===== src/rtl/clas_ctrl_pkg.sv =====
// Shared constants for the nibble-serial add/sub sequencer.
// Latency: n/a (package only).
// Backpressure: n/a (package only).
// Contents: nibble width, FSM state encoding, counter width helper.
package clas_ctrl_pkg;

  localparam int NIBBLE_W = 4;

  typedef enum logic {
    ST_IDLE = 1'b0,
    ST_RUN  = 1'b1
  } state_e;

  // Bits needed to hold values 0..n, i.e. clog2(n+1).
  function automatic int cnt_width(input int n);
    int w;
    w = 1;
    while ((1 << w) < (n + 1)) w++;
    return w;
  endfunction

endpackage


===== src/rtl/clas_nibble.sv =====
// 4-bit carry look-ahead adder/subtractor slice with explicit carry-in.
// Latency: purely combinational.
// Backpressure: none.
// Ports: a, b (nibble operands), sub (invert b), c_in -> sum, c_out, c3 (carry into bit 3).
module clas_nibble
  import clas_ctrl_pkg::*;
(
  input  logic [NIBBLE_W-1:0] a,
  input  logic [NIBBLE_W-1:0] b,
  input  logic                sub,
  input  logic                c_in,
  output logic [NIBBLE_W-1:0] sum,
  output logic                c_out,
  output logic                c3
);

  logic [NIBBLE_W-1:0] bx;
  logic [NIBBLE_W-1:0] g;
  logic [NIBBLE_W-1:0] p;
  logic [NIBBLE_W:0]   c;

  always_comb begin
    // Subtraction is a + ~b + 1; the +1 arrives through c_in on the first nibble.
    bx = b ^ {NIBBLE_W{sub}};
    g  = a & bx;
    p  = a ^ bx;

    c[0] = c_in;
    c[1] = g[0] | (p[0] & c_in);
    c[2] = g[1] | (p[1] & g[0]) | (p[1] & p[0] & c_in);
    c[3] = g[2] | (p[2] & g[1]) | (p[2] & p[1] & g[0]) | (p[2] & p[1] & p[0] & c_in);
    c[4] = g[3] | (p[3] & g[2]) | (p[3] & p[2] & g[1]) | (p[3] & p[2] & p[1] & g[0])
         | (p[3] & p[2] & p[1] & p[0] & c_in);

    sum   = p ^ c[NIBBLE_W-1:0];
    c_out = c[4];
    c3    = c[3];
  end

endmodule


===== src/rtl/clas_serial_ctrl.sv =====
// Multi-precision add/sub run one nibble per clock, LSB first, through one CLA slice.
// Latency: done pulses NIBBLES clocks after start is sampled.
// Backpressure: start is ignored while busy; no queueing.
// Ports: clk, rst_n (sync, active-low), start/op_sub/a/b in; busy, done, result, c_out, ovf, zero out.
module clas_serial_ctrl
  import clas_ctrl_pkg::*;
#(
  parameter int NIBBLES = 4
) (
  input  logic                      clk,
  input  logic                      rst_n,
  input  logic                      start,
  input  logic                      op_sub,
  input  logic [4*NIBBLES-1:0]      a,
  input  logic [4*NIBBLES-1:0]      b,
  output logic                      busy,
  output logic                      done,
  output logic [4*NIBBLES-1:0]      result,
  output logic                      c_out,
  output logic                      ovf,
  output logic                      zero
);

  localparam int WIDTH = NIBBLE_W * NIBBLES;
  localparam int CNT_W = cnt_width(NIBBLES);
  localparam logic [CNT_W-1:0] LAST_CNT = CNT_W'(NIBBLES - 1);

  state_e             state_q, state_d;
  logic [CNT_W-1:0]   cnt_q, cnt_d;
  logic [WIDTH-1:0]   a_q, a_d;
  logic [WIDTH-1:0]   b_q, b_d;
  logic [WIDTH-1:0]   acc_q, acc_d;
  logic               sub_q, sub_d;
  logic               carry_q, carry_d;
  logic [WIDTH-1:0]   result_q, result_d;
  logic               c_out_q, c_out_d;
  logic               ovf_q, ovf_d;
  logic               zero_q, zero_d;
  logic               done_q, done_d;

  logic [NIBBLE_W-1:0] nib_sum;
  logic                nib_cout;
  logic                nib_c3;

  // Operand registers shift right each step so the current nibble is always at [3:0].
  clas_nibble u_nibble (
    .a     (a_q[NIBBLE_W-1:0]),
    .b     (b_q[NIBBLE_W-1:0]),
    .sub   (sub_q),
    .c_in  (carry_q),
    .sum   (nib_sum),
    .c_out (nib_cout),
    .c3    (nib_c3)
  );

  // State register
  always_ff @(posedge clk) begin
    if (!rst_n) begin
      state_q  <= ST_IDLE;
      cnt_q    <= '0;
      a_q      <= '0;
      b_q      <= '0;
      acc_q    <= '0;
      sub_q    <= 1'b0;
      carry_q  <= 1'b0;
      result_q <= '0;
      c_out_q  <= 1'b0;
      ovf_q    <= 1'b0;
      zero_q   <= 1'b0;
      done_q   <= 1'b0;
    end else begin
      state_q  <= state_d;
      cnt_q    <= cnt_d;
      a_q      <= a_d;
      b_q      <= b_d;
      acc_q    <= acc_d;
      sub_q    <= sub_d;
      carry_q  <= carry_d;
      result_q <= result_d;
      c_out_q  <= c_out_d;
      ovf_q    <= ovf_d;
      zero_q   <= zero_d;
      done_q   <= done_d;
    end
  end

  // Next-state and datapath
  always_comb begin
    state_d  = state_q;
    cnt_d    = cnt_q;
    a_d      = a_q;
    b_d      = b_q;
    acc_d    = acc_q;
    sub_d    = sub_q;
    carry_d  = carry_q;
    result_d = result_q;
    c_out_d  = c_out_q;
    ovf_d    = ovf_q;
    zero_d   = zero_q;
    done_d   = 1'b0;

    case (state_q)
      ST_IDLE: begin
        if (start) begin
          a_d     = a;
          b_d     = b;
          sub_d   = op_sub;
          carry_d = op_sub;
          cnt_d   = '0;
          acc_d   = '0;
          state_d = ST_RUN;
        end
      end
      ST_RUN: begin
        a_d     = a_q >> NIBBLE_W;
        b_d     = b_q >> NIBBLE_W;
        // New nibble enters at the top; after NIBBLES steps it has walked to its place.
        acc_d   = {nib_sum, acc_q[WIDTH-1:NIBBLE_W]};
        carry_d = nib_cout;
        cnt_d   = cnt_q + CNT_W'(1);
        if (cnt_q == LAST_CNT) begin
          state_d  = ST_IDLE;
          result_d = acc_d;
          c_out_d  = nib_cout;
          // Final nibble holds the MSB, so its bit-3 carry-in is the carry into the MSB.
          ovf_d    = nib_c3 ^ nib_cout;
          zero_d   = (acc_d == '0);
          done_d   = 1'b1;
        end
      end
      default: state_d = ST_IDLE;
    endcase
  end

  // Outputs
  always_comb begin
    busy   = (state_q == ST_RUN);
    done   = done_q;
    result = result_q;
    c_out  = c_out_q;
    ovf    = ovf_q;
    zero   = zero_q;
  end

endmodule


===== config.mk =====
export PLATFORM = sky130hd
export DESIGN_NAME = clas_serial_ctrl
export DESIGN_NICKNAME = d
export VERILOG_FILES = /design/src/rtl/clas_ctrl_pkg.sv /design/src/rtl/clas_nibble.sv /design/src/rtl/clas_serial_ctrl.sv
export SDC_FILE = /design/constraint.sdc
export NUM_CORES = 1
export LEC_CHECK = 0
export ABC_AREA = 1
export BUFFER_PORTS_ARGS = -buffer_cell sky130_fd_sc_hd__clkbuf_2
export CAP_MARGIN = 10
export CORE_MARGIN = 1
export CORE_UTILIZATION = 25
export CTS_BUF_LIST = sky130_fd_sc_hd__clkbuf_4
export CTS_CLUSTER_SIZE = 40
export DETAILED_ROUTE_END_ITERATION = 8
export PLACE_DENSITY = 0.39
export REMOVE_ABC_BUFFERS = 1
export SYNTH_ARGS = -nofsm -noshare
export SYNTH_HDL_FRONTEND = slang
export SYNTH_HIERARCHICAL = 1
export SYNTH_SLANG_ARGS = --single-unit

===== constraint.sdc =====
create_clock -name clk -period 2.7 [get_ports clk]
set_clock_uncertainty 0.15 [all_clocks]
set_input_delay 0.27 -clock clk [delete_from_list [all_inputs] [get_ports clk]]
set_output_delay 0.27 -clock clk [all_outputs]
set_load 0.03 [all_outputs]

# Word level (Yosys, flattened, before mapping)
# Cells that the tools add are included.
# Widths: inputs -> output; s select.
word_totals:
  input_bits: 36
  wordCells: 65
  out_inout_bits: 21
  ff_bits: 74
op_classes:
  eq_ne: 2
  muxes: 14
  n_reduce_logical: 4
  addsub: 1
  bitwise: 32
op_table:
  columns: ["op", "n"]
  rows:
  - ["$pmux 16 s2", 3]
  - ["$mux 16", 3]
  - ["$and 1x1->1", 16]
  - ["$logic_not 16->1", 1]
  - ["$xor 4x4->4", 3]
  - ["$or 1x1->1", 10]
  - ["$pmux 3 s2", 1]
  - ["$reduce_and 2->1", 3]
  - ["$and 4x4->4", 1]
  - ["$mux 1", 4]
  - ["$pmux 1 s2", 2]
  - ["$add 3x1->3 const B", 1]
  - ["$eq 3x2->1 const B", 1]
  - ["$mux 3", 1]
  - ["$ne 2x2->1 const B", 1]
  - ["$not 1->1", 1]
  - ["$xor 1x1->1", 1]

# Depth between registers and ports, before layout
logic_depth:
  word_depth: 8
  mapped_depth: 13
  depth_no_buf: 13

# By module
# Netlist, hierarchy kept.
modules_own_cells:
  columns: ["mod", "instances", "cells_each", "seq_area_each_um2", "area_per_inst_um2"]
  rows:
  - ["clas_serial_ctrl", 1, 395, 1401.3, 2782.7]
  - ["clas_nibble", 1, 31, 0.0, 219.0]

# Least setup slack after synthesis
# OpenSTA, ideal clock, no wires.
synth_path:
  path_kind: "reg-to-reg"
  from: "register sub_q"
  to: "register zero_q, in the netlist zero"
  stages_incl_launch_ff: 13
  path_buffers: 0
  t_required_ns: 2.492
  period_less_slack_ns: 1.830
  arrival_time_ns: 1.621
  setup_time_ns: 0.058
  slack_ns: 0.870
  cell_sequence: "dfxtp_1 > xor2_1 > ha_1 > or2_0 > nand2_2 > nand2_2 > nand2_2 > nand2_2 > nor2_1 > nand2_1 > nor2_1 > nand3_1 > nand2_1"
synth_via:
  elab_chain_len: 8
  word_cells_on_any_way: 20
  cone_classes: "19 x bitwise; 1 x reduce/logical"
synth_lines:
  columns: ["item", "line", "rtl"]
  rows:
  - ["start: declaration", "clas_serial_ctrl.sv:33", "logic sub_q, sub_d;"]
  - ["start signal: assignment", "clas_serial_ctrl.sv:77", "sub_q <= sub_d;"]
  - ["$xor 4x4->4 (*)", "clas_nibble.sv:24", "bx = b ^ {NIBBLE_W{sub}};"]
  - ["$xor 4x4->4 or $and 4x4->4 (tied branches)", "clas_nibble.sv:26, clas_nibble.sv:25", null]
  - ["$and 1x1->1", "clas_nibble.sv:31", "c[3] = g[2] | (p[2] & g[1]) | (p[2] & p[1] & g[0]) | (p[2] & p[1] & p[0] & c_in);"]
  - ["$or 1x1->1 or $and 1x1->1 (tied branches) (2 in a row)", "clas_nibble.sv:31", null]
  - ["$or 1x1->1 (*)", "clas_nibble.sv:31", null]
  - ["net nib_c3", "clas_serial_ctrl.sv:43", "logic nib_c3;"]
  - ["$xor 4x4->4 (*)", "clas_nibble.sv:35", "sum = p ^ c[NIBBLE_W-1:0];"]
  - ["net nib_sum[3]", "clas_serial_ctrl.sv:41", "logic [NIBBLE_W-1:0] nib_sum;"]
  - ["$logic_not 16->1 (*)", "clas_serial_ctrl.sv:127", "zero_d = (acc_d == '0);"]
  - ["end signal: assignment", "clas_serial_ctrl.sv:82", "zero_q <= zero_d;"]
  - ["end: declaration", "clas_serial_ctrl.sv:38", "logic zero_q, zero_d;"]
# The timed path passes the listed nets; every way through them passes the cells marked *.
# A chain may end at the register's enable or synchronous reset.

# Worst setup path after layout
layout_path:
  from: "register state_q, in the netlist busy"
  to: "output port busy"
layout_rtl:
  columns: ["item", "line", "rtl"]
  rows:
  - ["start: declaration", "clas_serial_ctrl.sv:28", "state_e state_q, state_d;"]
  - ["start signal: assignment", "clas_serial_ctrl.sv:72", "state_q <= state_d;"]
  - ["end: declaration", "clas_serial_ctrl.sv:16", "output logic busy,"]
# No word-level cell between the ends.

==> run summary <==
The post-synthesis instance total came out at ~430. The H-tree depth is 3. In this run the static leakage power is between 1.5 and 2 nW. The number of max-cap violations came out at 0. The area share of xor/xnor cells in the synthesized design came out at 0.0175. The routed wire length on met2 came out at about 3300 um. The count of final max-slew check failures is 0. The floorplan step set the die width to 112 um. The total global routing overflow came out at 0. The arrival time reported for the critical path endpoint is 1790 ps. Clock latency on the worst-skew pair, taken at its later pin, is 420 ps. The synthesized-area fraction occupied by adder cells is 0.0317. The count of nets left with antenna violations once routing finished came out at 0. The number of global-route vias before repair was 2671. Measured against its own limit, the worst slew margin works out to 0.281.

The critical path start-end classification is reg2out. The minimum period implied by the final worst setup slack came out at between 2000 and 2500 ps. The cell type group with the largest total delay on the critical path is flip-flops.

The initial antenna violation count is 0. The final core utilization came out at 0.333. After synthesis, the largest family of logic cells by area is simple AND/OR/NAND/NOR gates. Across every metal layer, demand over resource in global routing totals 0.127. The worst-margin pin slew is 1080 ps.

The maximum buffer depth of the clock tree came out at 2. The highest layer touched by signal routing is met4. The combined flip-flop and latch cell area is 1400 um2.

The checks that failed: DRC. Measured along the y axis, the die boundary spans 112 um. The count of warnings emitted by yosys is 6.

The cell area that synthesis handed to floorplanning was between 3000 and 4000 um2. The compound-cell area share of the yosys netlist was 0.0500. The number of clock sinks came out at 70. In the final routing, the length of wire on met1 measures 3420 um. The count of fill cells added during filler insertion came out at 1314. The post-route DRC violation count is 8. The net total in the final layout is 551. The core outline area is 11600 um2.

The number of vias per cell after detailed routing is 4.20. The run finished, with violations left. The maximum resistive drop on vdd is 413 uV. Of the available clock period, the critical path in the final layout requires 0.818. The number of DRC violations after detailed-routing iteration 0 is 89. The overall die area came out at 12400 um2. Detailed routing inserted a total of 2758 vias. Dividing total power by cell area gives a power density of 552 nW/um2.

The buffers inserted during post-CTS setup optimization came out at 0. Across all hold checks on the routed design, the worst slack comes to 62.1 ps. Setup repair after global routing left no endpoint under its margin. The total met3 wirelength after detailed routing came out at 286 um. The class of the tightest hold or removal check is in2reg.

The worst path buffer plus inverter count came out at 2. The simple-gate share of the synthesized area came out at 0.352. The number of rows created at floorplan is 39. The footprint of the multi-input gates is 1360 um2.

The average wire per cell in the routed design came out at approximately 11 um. The final design area excluding fillers came out at 3850 um2. After detailed routing, the total wire length is 7110 um. The required time of the worst setup path came out at 2280 ps. For this configuration, the core starts out at a cell density of 0.260. STA classifies the critical path startpoint as a flip-flop. 0 antenna diodes ended up in the layout. The peak clock frequency supported by timing is 453 MHz.

The count of hold buffers inserted by post-cts repair is 33. The longest individual stage delay on the worst path is 690 ps. The largest net degree at the start of global routing came out at 49. The number of synthesized register bits is 70. In this run, CTS created clock tree buffers numbering 9. The maximum fanout encountered on the critical timing path came out at 27. Counting distinct cell types in the post-synthesis netlist gives 23. Walking the worst path, the cells encountered are buf_4 > clkbuf_2. TritonCTS built the clock tree. The synthesized area per cell is roughly 7.0 um2. The multiplexer share of the synthesized area is 0. The total count of hold-check failures in the final report came out at 0. The buffer type at the clock tree root is sky130_fd_sc_hd__clkbuf_4. The clock transition time at the flip-flop clock pins of the worst setup and hold paths came out at 110 ps. Once placement finished, the instance area stood at 3370 um2. The fraction of layout cells with a size suffix above 1 is 0.166.

The placed wire-length estimate came out at approximately 4700 um. The first detailed-routing pass took 6 iterations. The sequential fraction of the synthesis area came out at 0.467. The synthesis-to-layout area growth came out at 28.4%. The post-CTS resize count is 0. The number of endpoints failing setup at the final stage is 0. STA classifies the critical path endpoint as an output pin. 57 I/O pins were placed.

The count of port buffers added during placement is 56. At the end of routability-driven placement, the weighted congestion stood at slightly above 0.7. On the critical path, the stage with the largest delay is an instance of sky130_fd_sc_hd__dfxtp_2.

The global-route wire length before repair is 12500 um. The overall power of the completed layout is 2.13 mW.
## synthesized netlist by cell type, drive strengths merged
library cell	instances	area, um2
a21oi	25	125
buf	18	110
clkbuf	2	7.51
dfxtp	70	1400
fa	1	20.0
ha	6	75.1
inv	34	128
nand2	210	801
nand3	31	160
nand4	2	12.5
nor2	15	72.6
nor3	1	5.00
o211a	1	10.0
o21ai	3	15.0
or2	1	6.26
xnor2	1	8.76
xor2	5	43.8
## cell usage in the layout, fill, tap and decap left out, types with 2 or more instances in the layout
cell / count
sky130_fd_sc_hd__bufinv_16: 2
sky130_fd_sc_hd__buf_4: 2
sky130_fd_sc_hd__clkinv_2: 2
sky130_fd_sc_hd__inv_2: 3
sky130_fd_sc_hd__a21oi_1: 25
sky130_fd_sc_hd__nand2_2: 5
sky130_fd_sc_hd__dfxtp_1: 69
sky130_fd_sc_hd__o21ai_0: 3
sky130_fd_sc_hd__nand4_1: 2
sky130_fd_sc_hd__nand3_1: 30
sky130_fd_sc_hd__nor2_1: 13
sky130_fd_sc_hd__xor2_1: 5
sky130_fd_sc_hd__clkbuf_2: 56
sky130_fd_sc_hd__ha_1: 6
sky130_fd_sc_hd__nand2_1: 205
sky130_fd_sc_hd__clkbuf_4: 11
sky130_fd_sc_hd__inv_1: 31
sky130_fd_sc_hd__dlygate4sd3_1: 33
## final cells by class
| cell class | count | share of cell area |
|---|---|---|
| flip-flops and latches | 70 | 0.364 |
| multi-input cells | 302 | 0.354 |
| repair buffers | 91 | 0.162 |
| well taps | 143 | 0.0464 |
| inverters | 34 | 0.0331 |
| clock buffers | 11 | 0.0214 |
| clock inverters | 5 | 0.0192 |
## worst reg2reg max path: stages, from the launching register on
cell and delay, ps:
sky130_fd_sc_hd__dfxtp_1 480, sky130_fd_sc_hd__xor2_1 180, sky130_fd_sc_hd__ha_1 290, sky130_fd_sc_hd__or2_0 230
sky130_fd_sc_hd__nand2_2 90, sky130_fd_sc_hd__nand2_2 60, sky130_fd_sc_hd__nand2_2 60, sky130_fd_sc_hd__nand2_2 70
sky130_fd_sc_hd__nor2_1 130, sky130_fd_sc_hd__nand2_1 70, sky130_fd_sc_hd__nor2_1 90, sky130_fd_sc_hd__nand3_1 80
sky130_fd_sc_hd__nand2_1 60
## per-layer routing
layer	GRT usage	vias to the layer above
li1	-	1478
met1	0.149	1224
met2	0.220	50
met3	0.0441	6
met4	0.0351	0
met5	0	-
## flip-flops by register name (all words and copies together) (netlist names)
| name | cells |
|---|---|
| b_q | 16 |
| zero | 1 |
| done | 1 |
| sub_q | 1 |
| c_out | 1 |
| result | 16 |
| a_q | 16 |
| busy | 1 |
| ovf | 1 |
| carry_q | 1 |
| acc_q | 12 |
| cnt_q | 3 |
## where the power goes
part / total [mW] / internal (mW) / switching [mW]
sequential: 1.10 / 1.07 / 0.0327
clock: 0.759 / 0.391 / 0.367
combinational: 0.267 / 0.116 / 0.151
## logic make-up (layout without fill, tap and decap cells)
group | after synthesis | count (layout)
flip-flops | 70 | 70
buffers and inverters | 54 | 141
AND/OR/NAND/NOR | 260 | 260
XOR/XNOR | 6 | 6
AO/OA/AOI/OAI | 29 | 29
adder cells (fa/ha/maj) | 7 | 7
## final timing paths
path	start	endpoint	slack, ps	cells past startpoint
min	start	cnt_q[0]	60	3
max	busy	busy	490	2
min reg2reg	result[6]	result[6]	300	2
max reg2reg	sub_q	zero	610	12
## per-stage QoR
step           worst slack (ps)  std cells  setup TNS [ps]
2_1_floorplan              -292        406          -12860
3_3_place_gp                632        607               0
3_5_place_dp                631        607               0
4_1_cts                     409        656               0
5_1_grt                     334        656               0
6_report                    491        656               0
(Power assumes the default switching activity.)
